File: src/rtl/matrix_scan_driver.sv
// Column-multiplexed LED dot-matrix driver with a double-buffered frame store and blink.
// Each column stays lit for SCAN_DIV cycles. A pending shadow frame is promoted only at the end of a scan.
module matrix_scan_driver #(
  parameter int COLS         = 5,
  parameter int ROWS         = 7,
  parameter int SCAN_DIV     = 1000,
  parameter int BLINK_FRAMES = 50
) (
  input  logic                 clk,
  input  logic                 rst,
  input  logic                 enable,
  input  logic                 blink,
  input  logic [COLS*ROWS-1:0] frame_in,
  input  logic                 frame_valid,
  output logic                 frame_ready,
  output logic [COLS-1:0]      col_en,
  output logic [ROWS-1:0]      row_out,
  output logic                 frame_done
);

  localparam int FW = COLS * ROWS;
  localparam int PW = (SCAN_DIV > 1) ? $clog2(SCAN_DIV) : 1;
  localparam int CW = (COLS > 1) ? $clog2(COLS) : 1;
  localparam int BW = (BLINK_FRAMES > 1) ? $clog2(BLINK_FRAMES) : 1;
  localparam logic [PW-1:0] PRESC_LAST = PW'(SCAN_DIV - 1);
  localparam logic [CW-1:0] COL_LAST   = CW'(COLS - 1);
  localparam logic [BW-1:0] BLINK_LAST = BW'(BLINK_FRAMES - 1);

  logic [FW-1:0]   active_q, active_d;
  logic [FW-1:0]   shadow_q, shadow_d;
  logic            shadow_full_q, shadow_full_d;
  logic            run_q, run_d;
  logic [PW-1:0]   presc_q, presc_d;
  logic [CW-1:0]   col_q, col_d;
  logic [BW-1:0]   blink_cnt_q, blink_cnt_d;
  logic            blank_q, blank_d;
  logic            frame_ready_q, frame_ready_d;
  logic [COLS-1:0] col_en_q, col_en_d;
  logic [ROWS-1:0] row_out_q, row_out_d;
  logic            frame_done_q, frame_done_d;

  logic            load;
  logic            term_cnt;
  logic            scan_end;
  logic [ROWS-1:0] group_sel;

  // Handshake: a frame transfers on a rising edge where frame_valid && frame_ready.
  // frame_ready is high exactly while the shadow buffer is empty.
  always_comb begin
    active_d      = active_q;
    shadow_d      = shadow_q;
    shadow_full_d = shadow_full_q;
    run_d         = run_q;
    presc_d       = presc_q;
    col_d         = col_q;
    blink_cnt_d   = blink_cnt_q;
    blank_d       = blank_q;
    group_sel     = '0;

    load     = frame_valid && frame_ready_q;
    term_cnt = enable && run_q && (presc_q == PRESC_LAST);
    scan_end = term_cnt && (col_q == COL_LAST);

    if (!enable) begin
      run_d       = 1'b0;
      presc_d     = '0;
      col_d       = '0;
      blink_cnt_d = '0;
      blank_d     = 1'b0;
    end else if (!run_q) begin
      // The first enabled edge only lights column 0, so it gets a full SCAN_DIV period.
      run_d = 1'b1;
    end else begin
      presc_d = term_cnt ? '0 : presc_q + 1'b1;
      if (term_cnt) col_d = (col_q == COL_LAST) ? '0 : col_q + 1'b1;
      if (scan_end) begin
        if (blink_cnt_q == BLINK_LAST) begin
          blink_cnt_d = '0;
          blank_d     = !blank_q;
        end else begin
          blink_cnt_d = blink_cnt_q + 1'b1;
        end
      end
    end

    // A swap and a load can never coincide: a swap needs a full shadow and a load needs an empty one.
    if (scan_end && shadow_full_q) begin
      active_d      = shadow_q;
      shadow_full_d = 1'b0;
    end else if (load) begin
      shadow_d      = frame_in;
      shadow_full_d = 1'b1;
    end

    for (int c = 0; c < COLS; c++) begin
      if (col_d == CW'(c)) group_sel = active_d[FW-1-c*ROWS -: ROWS];
    end

    col_en_d = '0;
    for (int c = 0; c < COLS; c++) begin
      col_en_d[c] = enable && (col_d == CW'(c));
    end
    row_out_d     = (enable && !(blink && blank_d)) ? group_sel : '0;
    frame_done_d  = scan_end;
    frame_ready_d = !shadow_full_d;
  end

  always_ff @(posedge clk) begin
    if (rst) begin
      active_q      <= '0;
      shadow_q      <= '0;
      shadow_full_q <= 1'b0;
      run_q         <= 1'b0;
      presc_q       <= '0;
      col_q         <= '0;
      blink_cnt_q   <= '0;
      blank_q       <= 1'b0;
      frame_ready_q <= 1'b1;
      col_en_q      <= '0;
      row_out_q     <= '0;
      frame_done_q  <= 1'b0;
    end else begin
      active_q      <= active_d;
      shadow_q      <= shadow_d;
      shadow_full_q <= shadow_full_d;
      run_q         <= run_d;
      presc_q       <= presc_d;
      col_q         <= col_d;
      blink_cnt_q   <= blink_cnt_d;
      blank_q       <= blank_d;
      frame_ready_q <= frame_ready_d;
      col_en_q      <= col_en_d;
      row_out_q     <= row_out_d;
      frame_done_q  <= frame_done_d;
    end
  end

  assign frame_ready = frame_ready_q;
  assign col_en      = col_en_q;
  assign row_out     = row_out_q;
  assign frame_done  = frame_done_q;

endmodule
File: config.mk
export PLATFORM = sky130hd
export DESIGN_NAME = matrix_scan_driver
export DESIGN_NICKNAME = d
export VERILOG_FILES = /design/src/rtl/matrix_scan_driver.sv
export SDC_FILE = /design/constraint.sdc
export NUM_CORES = 1
export LEC_CHECK = 0
export CAP_MARGIN = 30
export CORE_MARGIN = 5
export CORE_UTILIZATION = 47
export CTS_CLUSTER_DIAMETER = 30
export DETAILED_ROUTE_END_ITERATION = 10
export PLACE_DENSITY = 0.73
export SLEW_MARGIN = 40
export SYNTH_ARGS = -nofsm -noshare
export SYNTH_HDL_FRONTEND = slang
export SYNTH_SLANG_ARGS = --single-unit
File: constraint.sdc
create_clock -name clk -period 2.5 [get_ports clk]
set_clock_uncertainty 0.2 [all_clocks]
set_input_delay 0.75 -clock clk [delete_from_list [all_inputs] [get_ports clk]]
set_output_delay 0.75 -clock clk [all_outputs]
set_load 0.005 [all_outputs]
# Word-level counts from Yosys, hierarchy flattened
# Cells that the tools add are included.
# totals
wordCells	64
regBits	106
out_inout_bits	14
# classes
n_reduce_logical	20
eq_ne	7
muxes	19
bitwise	3
add_sub_neg	3
# op_table
operator	n
$mux W35	1
$mux W7	5
$logic_and A1 B1 Y1	12
$mux W3	4
$add A10 B1 Y10 const B	1
$eq A10 B10 Y1 const B	1
$mux W10	1
$mux W1	7
$add A6 B1 Y6 const B	1
$eq A3 B2 Y1 const B	2
$eq A3 B3 Y1 const B	2
$eq A6 B6 Y1 const B	1
$mux W6	1
$reduce_and A2 Y1	2
$reduce_or A2 Y1	2
$add A3 B1 Y3 const B	1
$eq A3 B1 Y1 const B	1
$logic_not A1 Y1	3
$logic_not A3 Y1	1
$not A1 Y1	3

# Longest topological paths before layout
# Gate-level depths: netlist (run 1).
# logic_depth
depth_word	11
ltp_mapped	10
mapped_depth_nobuf	8

# Worst setup path before layout (run 1)
# No wires, ideal clock.
# synth_path
path_kind	input-to-reg
start	input port enable
end	register row_out_q[6] (netlist: row_out[6])
path_stages	8
setup_slack_ns	0.026
n_path_buf	2
setup_ns	0.145
arrival_ns	2.129
cell_sequence	nand4bb_4 > nor4_2 > buf_4 > buf_12 > mux2i_1 > nand2_1 > a221oi_1 > o32ai_1
# synth_between
elab_chain_cells	11
word_cells_on_any_way	26
cone_classes	4 x eq/ne; 12 x mux; 1 x bitwise; 9 x reduce/logical
# synth_lines
item	line_no	rtl
start, declared	11	input logic enable,
$logic_and A1 B1 Y1 (2 in a row)	61	term_cnt = enable && run_q && (presc_q == PRESC_LAST);
$mux W3 or $logic_and A1 B1 Y1 (tied branches)	75, 62	
$mux W3 or $mux W1 (tied branches)	70, 76	
$mux W3 or $mux W1 (tied branches)	64, 70	
$logic_not A3 Y1 or $mux W1 (tied branches)	96, 64	
$mux W7 or $logic_and A1 B1 Y1 (tied branches)	96, 103	
$mux W7 or $logic_not A1 Y1 (tied branches)	96, 103	
$mux W7 or $logic_and A1 B1 Y1 (tied branches)	96, 103	
$mux W7 or $not A1 Y1 (tied branches)	--	
$mux W7 or $reduce_or A2 Y1 (tied branches)	--	
end signal, assigned	133	row_out_q <= row_out_d;
end, declared	39	logic [ROWS-1:0] row_out_q, row_out_d;
# Parallel ways exist; a longest one is shown, timed or not.
# A chain may end at the register's enable or synchronous reset.

# Worst setup path in the final report (run 1)
# layout_path
start	register col_q[0]
end	register row_out_q[2] (netlist: row_out[2])
# layout_between
elab_chain_cells	11
word_cells_on_any_way	27
cone_classes	1 x add/sub; 5 x eq/ne; 13 x mux; 1 x bitwise; 7 x reduce/logical
# layout_lines
item	line_no	rtl
start, declared	34	logic [CW-1:0] col_q, col_d;
start signal, assigned	128	col_q <= col_d;
$add A3 B1 Y3 or $eq A3 B3 Y1 (tied branches)	75, 62	
$mux W3 (2 in a row)	75	if (term_cnt) col_d = (col_q == COL_LAST) ? '0 : col_q + 1'b1;
$mux W3	70	end else if (!run_q) begin
$mux W3	64	if (!enable) begin
$logic_not A3 Y1	96	if (col_d == CW'(c)) group_sel = active_d[FW-1-c*ROWS -: ROWS];
$mux W7 (5 in a row)	96	
# Parallel ways exist; a longest one is shown, timed or not.

==> flow_summary.toml, run 1 <==
[status]
outcome = "finished clean"

[sta]
final_layout_worst_hold_slack_ns = 0.265
fin_crit_ns = 2.46
report.final.hold_viol_count = 0
report.final.setup_viol = 0
slew_viol_final = 0
worstMarginPinSlew_ns = 0.392
period_share_pct = 98.6
relSlewSlack_pct = 73.8
rsz0062_at_grt = "true"
max_freq_mhz = 406

[power]
power.switching_fraction_pct = 25.6
worst_ir_drop_vdd_mv = 0.361
share_clk_of_total_power_pct = 33.6
switchingPower_uw = 772
power.share.sequential_pct = 58.4
power_density_nw_per_um2 = 522
p_int_uw = 2240
total_leakage_power_uw = 0.00216
comb_power_share_pct = 8.0

[setup_path]
worst_setup_path_start_kind = "flop"
timing.critical_path.slowest_stage_cell = "sky130_fd_sc_hd__dfxtp_2"
largest_delay_share_family_worst_path = "buffers and inverters"
path_buf_inv = 3
critical_path_arrival_ns = 2.52
path_type_of_the_worst_setup_path = "reg -> reg"
critPathCaptureType = "flop"
crit_path_max_incr_delay_ns = 0.35
reg_to_reg_start = "col_q[0]"
crit_fanout = 6
timing.critical_path.required_ns = 2.55
critical_path.cell_chain = "inv_2, ha_4, nand3_2, nor4_4, buf_4, bufbuf_16, mux2i_2, o22ai_1, a32oi_1, o32ai_1"
launch_point_of_the_worst_path = "col_q[0]"

[cells_and_area]
fillers = 706
diodes = 0
nets = 619
drive_gt1_share_pct = 23.5
area_overhead_vs_synth_pct = 34.8
design_area_um2 = 5770

[yosys]
post_synth.cell_area_avg_um2 = 9.10
ys_ff_latch = 106
synth_top_area_share_pct = 49.6
synthAdderAreaFrac_pct = 1.46
synthArstFlopShare_pct = 0
synth_top_family_by_area = "simple AND/OR/NAND/NOR gates"
synthesized_cell_area_um2 = 4280
synth_cells = 470
synth-compound-area-share_pct = 10.7
post_synth_xor_area_fraction_pct = 2.66
yosysWarnings = 0
synth-edff-count = 0
synth.area.mux_share_pct = 9.45
distinct_cells_synth = 47
post-synth-top-area-cell = "sky130_fd_sc_hd__dfxtp_1"
yosys-top-cells-area = "sky130_fd_sc_hd__dfxtp_1 50%, sky130_fd_sc_hd__mux2i_1 8.7%, sky130_fd_sc_hd__nand2_1 7.9%"
ys_seq_area_share_pct = 49.6
mappedNetlistNets = 515
synth_simple_gate_area_share_pct = 22.1
ys.flop_type = "sky130_fd_sc_hd__dfxtp_1"

[routing]
post_detailed_route_count_of_antenna_violating_nets = 0
vias_per_cell = 5.32
first_iter_violations = 214
drt_pre_antenna_iters = 4
detail_route.wl_per_cell_um = 16.0
remaining_drc_errors = 0
routed-via-count = 3652
totalWireLength_mm = 11.0

[hold_path]
hp-class = "reg -> reg"
hold_path_startpoint = "shadow_q[13]"

[clock_tree]
htree_levels = 3
cts_buffer_depth = 2
clkSinkCount = 106
clock_insertion_delay_worst_skew_ns = 0.38
clockRootBuffer = "sky130_fd_sc_hd__clkbuf_8"
tritoncts = "yes"
clk_transition_reported_paths_ns = 0.11
cts_inserted_buffers = 9
cts_hold_buffers = 0

[global_routing]
grt.total_usage_pct = 19.2
global_route.overflow_total = 0
grt_antenna_before_repair = 0
grt_pass1_wl_mm = 17.1
number_of_global_route_vias_before_repair = 3643
grt_max_degree = 78

[placed_design]
place.detailed.hpwl_mm = 7.33
globalplace.congestion = 0.887
port_buf_inserts = 53
placed_area_um2 = 5270

[floorplan]
initial_core_utilization_pct = 48.6
die-area_um2 = 11100
floorplan.io_pins = 54
core_um2 = 8810
fp.dieW_um = 105
die_h_um = 105
count_of_standard_cell_rows = 34

[run]
count_of_maximum_capacitance_violations = 0
path summary, 6_finish.rpt:
check	slack (ns)	cells past startpoint	endpoint
max	0.04	10	row_out[2]
min	0.27	2	shadow_q[13]
max reg2reg	0.04	10	row_out[2]
min reg2reg	0.27	2	shadow_q[13]
sequential cells by signal, indices dropped and copies added, names as in the netlist:
register       cells
active_q          35
shadow_q          35
presc_q           10
row_out            7
blink_cnt_q        6
col_en             5
col_q              3
blank_q            1
frame_done         1
frame_ready        1
run_q              1
shadow_full_q      1
synthesized netlist by cell type (2+ instances only):
cell type / number
sky130_fd_sc_hd__inv_1: 7
sky130_fd_sc_hd__a32oi_1: 5
sky130_fd_sc_hd__nor2_1: 62
sky130_fd_sc_hd__clkbuf_1: 11
sky130_fd_sc_hd__nand2_1: 90
sky130_fd_sc_hd__buf_12: 2
sky130_fd_sc_hd__nand3_1: 7
sky130_fd_sc_hd__mux2_2: 3
sky130_fd_sc_hd__nor3_1: 4
sky130_fd_sc_hd__and4_2: 2
sky130_fd_sc_hd__o21ai_0: 4
sky130_fd_sc_hd__nor4_2: 2
sky130_fd_sc_hd__nor2b_1: 8
sky130_fd_sc_hd__xor2_1: 8
sky130_fd_sc_hd__ha_1: 5
sky130_fd_sc_hd__buf_2: 10
sky130_fd_sc_hd__a221oi_1: 2
sky130_fd_sc_hd__and3_1: 2
sky130_fd_sc_hd__nor4_1: 5
sky130_fd_sc_hd__a21oi_1: 41
sky130_fd_sc_hd__nand2b_1: 2
sky130_fd_sc_hd__mux2i_1: 37
sky130_fd_sc_hd__dfxtp_1: 106
sky130_fd_sc_hd__o22ai_1: 5
sky130_fd_sc_hd__nand4_1: 6
sky130_fd_sc_hd__xnor2_1: 5
sky130_fd_sc_hd__buf_4: 2
sky130_fd_sc_hd__or2_2: 2
sky130_fd_sc_hd__o32ai_1: 7
area by class of cell:
cell class,instances,area [um2],area share [%]
Clock buffer,10,128,2.21
Multi-Input combinational cell,332,2170,37.6
Tap cell,108,135,2.34
Sequential cell,106,2130,36.9
Inverter,7,26.3,0.456
Timing Repair Buffer,118,1130,19.5
Clock inverter,6,55.1,0.955
metal layers:
metal,vias to the layer above,global-route usage [%],share of wire (%)
li1,1821,-,-
met1,1717,22.8,42
met2,87,33.7,51
met3,27,3.73,4.0
met4,0,8.43,3.0
met5,-,0,0
power groups by stage:
stage               Sequential (uW)  Combinational, uW  Clock (uW)
floorplan                      1780                104           0
global placement               1790                215           0
finish                         1760                240        1010
global route                   1770                263        1090
CTS                            1760                220        1030
detailed placement             1790                219           0
cells in the final DEF (no fill, tap or decap), drive strengths merged, types with 2 or more instances in the layout:
cell	Yosys	routed
o22ai	5	5
clkbuf	11	13
nand4	7	7
or2	2	2
mux2i	37	37
a32oi	5	5
nand3	8	8
inv	7	11
nand2	91	91
nor3	5	5
o32ai	7	7
buf	14	63
dfxtp	106	106
nand2b	2	2
a221oi	2	2
o21ai	4	4
nor4	7	7
nor2b	8	8
ha	5	5
nor2	62	62
a21oi	42	42
and3	3	3
xor2	8	8
mux2	3	3
clkdlybuf4s50	0	51
clkinv	0	2
and4	2	2
xnor2	5	5
worst register-to-register path, stage by stage, from the launching register on:
cell	delay (ns)
sky130_fd_sc_hd__dfxtp_2	0.35
sky130_fd_sc_hd__inv_2	0.08
sky130_fd_sc_hd__ha_4	0.16
sky130_fd_sc_hd__nand3_2	0.10
sky130_fd_sc_hd__nor4_4	0.26
sky130_fd_sc_hd__buf_4	0.18
sky130_fd_sc_hd__bufbuf_16	0.29
sky130_fd_sc_hd__mux2i_2	0.27
sky130_fd_sc_hd__o22ai_1	0.13
sky130_fd_sc_hd__a32oi_1	0.21
sky130_fd_sc_hd__o32ai_1	0.11
metrics by stage:
| stage | util, % | worst slack (ns) | TNS [ns] | std cells | power (uW) |
|---|---|---|---|---|---|
| after floorplan | - | 0.0265 | 0 | 470 | 1890 |
| after global placement | 59.9 | -0.675 | -39.61 | 662 | 2010 |
| after detailed placement | 59.9 | -0.729 | -42.28 | 662 | 2010 |
| after CTS | 63.3 | 0.00636 | 0 | 683 | 3010 |
| after global routing | 65.5 | -0.0408 | -0.106 | 687 | 3120 |
| final | 65.5 | 0.0352 | 0 | 687 | 3010 |
kinds of logic (layout without fill, tap and decap cells):
| group | count (synthesis) | in the layout |
|---|---|---|
| flops | 106 | 106 |
| buf+inv | 32 | 141 |
| fa+ha+maj | 5 | 5 |
| compound gates | 71 | 71 |
| xor+xnor | 13 | 13 |
| simple gates | 203 | 203 |
| mux | 40 | 40 |
timing repair:
action / CTS / global route
setup endpoints to repair: 62 / 46
cloned: 3 / 2
resized for setup: 18 / 31
buffers inserted: 2 / 2
pin swaps: 3 / 12
(Power assumes the default switching activity.)
==> run 2, diff against run 1 <==
--- a/config.mk
+++ b/config.mk
@@ -10,7 +10,9 @@
 export CORE_UTILIZATION = 47
 export CTS_CLUSTER_DIAMETER = 30
 export DETAILED_ROUTE_END_ITERATION = 10
-export PLACE_DENSITY = 0.73
+export PLACE_DENSITY = 0.7
+export REMOVE_ABC_BUFFERS = 1
+export SETUP_SLACK_MARGIN = 0.02
 export SLEW_MARGIN = 40
 export SYNTH_ARGS = -nofsm -noshare
 export SYNTH_HDL_FRONTEND = slang
==> constraint.sdc (replaced) <==
create_clock -name clk -period 3 [get_ports clk]
set_clock_uncertainty 0.2 [all_clocks]
set_input_delay 0.9 -clock clk [delete_from_list [all_inputs] [get_ports clk]]
set_output_delay 0.9 -clock clk [all_outputs]
set_load 0.005 [all_outputs]
==> flow_summary.toml, run 2 (same netlist as run 1, synthesis figures left out) <==
[setup_path]
path_type_of_the_worst_setup_path = "reg -> reg"
timing.critical_path.slowest_stage_cell = "sky130_fd_sc_hd__o41ai_4"
crit_fanout = 6
critPathCaptureType = "flop"
reg2regPathDepth = 8
crit_path_max_incr_delay_ns = 0.51
critical_path_arrival_ns = 2.73
timing.critical_path.required_ns = 3.08
worst_setup_path_start_kind = "flop"
critical_path.cell_chain = "ha_1, nand4_2, o41ai_4, a21oi_2, buf_4, nor2_1, a221oi_1, o32ai_1"

[global_routing]
global_route.overflow_total = 0
grt_antenna_before_repair = 0
grt_pass1_wl_mm = 16.9
number_of_global_route_vias_before_repair = 3531
grt.total_usage_pct = 18.6
grt_max_degree = 78

[cells_and_area]
area_overhead_vs_synth_pct = 29.1
nets = 608
final_common_cell = "sky130_fd_sc_hd__dfxtp_1"
highest_count_cells_in_the_layout_ignoring_fill_and_taps = "106 x sky130_fd_sc_hd__dfxtp_1, 90 x sky130_fd_sc_hd__nand2_1, 61 x sky130_fd_sc_hd__nor2_1"
design_area_um2 = 5520
final_core_utilization_pct = 62.7
diodes = 0
reg_top3 = "active_q (35), shadow_q (35), presc_q (10)"
fillers = 769
drive_gt1_share_pct = 17.6
layoutNonFillerInstCount = 676

[hold_path]
hold-path-cell-count = 2
hp-class = "reg -> reg"

[clock_tree]
clk_transition_reported_paths_ns = 0.10
cts_buffer_depth = 2
clock_insertion_delay_worst_skew_ns = 0.39
clockRootBuffer = "sky130_fd_sc_hd__clkbuf_8"
cts_inserted_buffers = 9
clkSinkCount = 106
tritoncts = "yes"
htree_levels = 3

[sta]
final_layout_worst_hold_slack_ns = 0.263
slew_viol_final = 0
period_share_pct = 88.1
worstMarginPinSlew_ns = 0.749
report.final.setup_viol = 0
max_freq_mhz = 378
report.final.hold_viol_count = 0
totalNegativeSetupSlack_ns = 0
rsz0062_at_grt = "false"
relSlewSlack_pct = 50.1
fin_crit_ns = 2.64

[routing]
vias_per_cell = 5.25
detail_route.wl_per_cell_um = 14.6
post_detailed_route_count_of_antenna_violating_nets = 0
remaining_drc_errors = 0
drt_pre_antenna_iters = 4
first_iter_violations = 186
totalWireLength_mm = 9.89
routed-via-count = 3550

[placed_design]
globalplace.congestion = 0.800
port_buf_inserts = 53
place.detailed.hpwl_mm = 6.92
place.detailed.instances = 657
placed_area_um2 = 5240

[floorplan]
fp.dieW_um = 105
count_of_standard_cell_rows = 34
core_um2 = 8810
die_h_um = 105
die-area_um2 = 11100
initial_core_utilization_pct = 48.6
floorplan.io_pins = 54

[power]
total_leakage_power_uw = 0.00208
worst_ir_drop_vdd_mv = 0.242
power_density_nw_per_um2 = 455

[status]
outcome = "finished clean"

[run]
count_of_maximum_capacitance_violations = 0
run 2: per-layer routing:
metal | GRT usage, % | up-vias | part of all wire [%]
met1 | 23.5 | 1664 | 45
met5 | 0 | - | 0
li1 | - | 1792 | -
met4 | 6.09 | 0 | 1.6
met2 | 31.1 | 83 | 48
met3 | 4.71 | 11 | 5.1
run 2: metrics by stage:
step | total power [uW] | setup WS (ns)
floorplan | 1560 | -2.93
global placement | 1670 | -0.366
detailed placement | 1680 | -0.386
CTS | 2540 | 0.0267
global route | 2620 | 0.145
finish | 2510 | 0.358
run 2: final cells by class:
type                       count  area, um2  share of cell area (%)
multi-input combinational    332       2040                    37.0
inverter                       7       26.3                   0.476
clock buffer                  10        138                    2.49
sequential                   106       2120                    38.4
clock inverter                 6       57.6                    1.04
tap                          108        135                    2.45
timing repair buffer         107       1000                    18.1
run 2: power breakdown:
group	leakage, uW	internal (uW)	switching [uW]
Combinational	0.00112	92.3	85.3
Clock	0.0000945	343	527
Sequential	0.000860	1440	22.7
Total	0.00208	1880	635
run 2: what timing repair did:
action | CTS | global route
cloned | 1 | 0
setup endpoints to repair | 2 | 7
pin swaps | 1 | 2
hold buffers | 0 | 0
endpoints found under the hold margin | 0 | 0
setup buffers | 0 | 2
gates resized for setup | 0 | 13
run 2: worst max-delay path, delay by kind of cell (launching register included):
family / cells / cell delay (ns)
compound gates: 4 / 1.03
simple gates: 2 / 0.50
flops: 1 / 0.38
fa+ha+maj: 1 / 0.25
buf+inv: 1 / 0.18
run 2: final timing paths:
path,from,endpoint,slack [ns]
worst max-delay path,presc_q[0],row_out[5],0.36
worst min-delay path,shadow_q[1],shadow_q[1],0.26
worst max register to register,presc_q[0],row_out[5],0.36
worst min register to register,shadow_q[1],shadow_q[1],0.26
==> run 3, diff against run 2 <==
--- a/config.mk
+++ b/config.mk
@@ -8,7 +8,7 @@
 export CAP_MARGIN = 30
 export CORE_MARGIN = 5
 export CORE_UTILIZATION = 47
-export CTS_CLUSTER_DIAMETER = 30
+export CTS_CLUSTER_DIAMETER = 200
 export DETAILED_ROUTE_END_ITERATION = 10
 export PLACE_DENSITY = 0.7
 export REMOVE_ABC_BUFFERS = 1
==> results of run 3 <==
No change in the layout: final DEF, timing and power equal those of run 2.
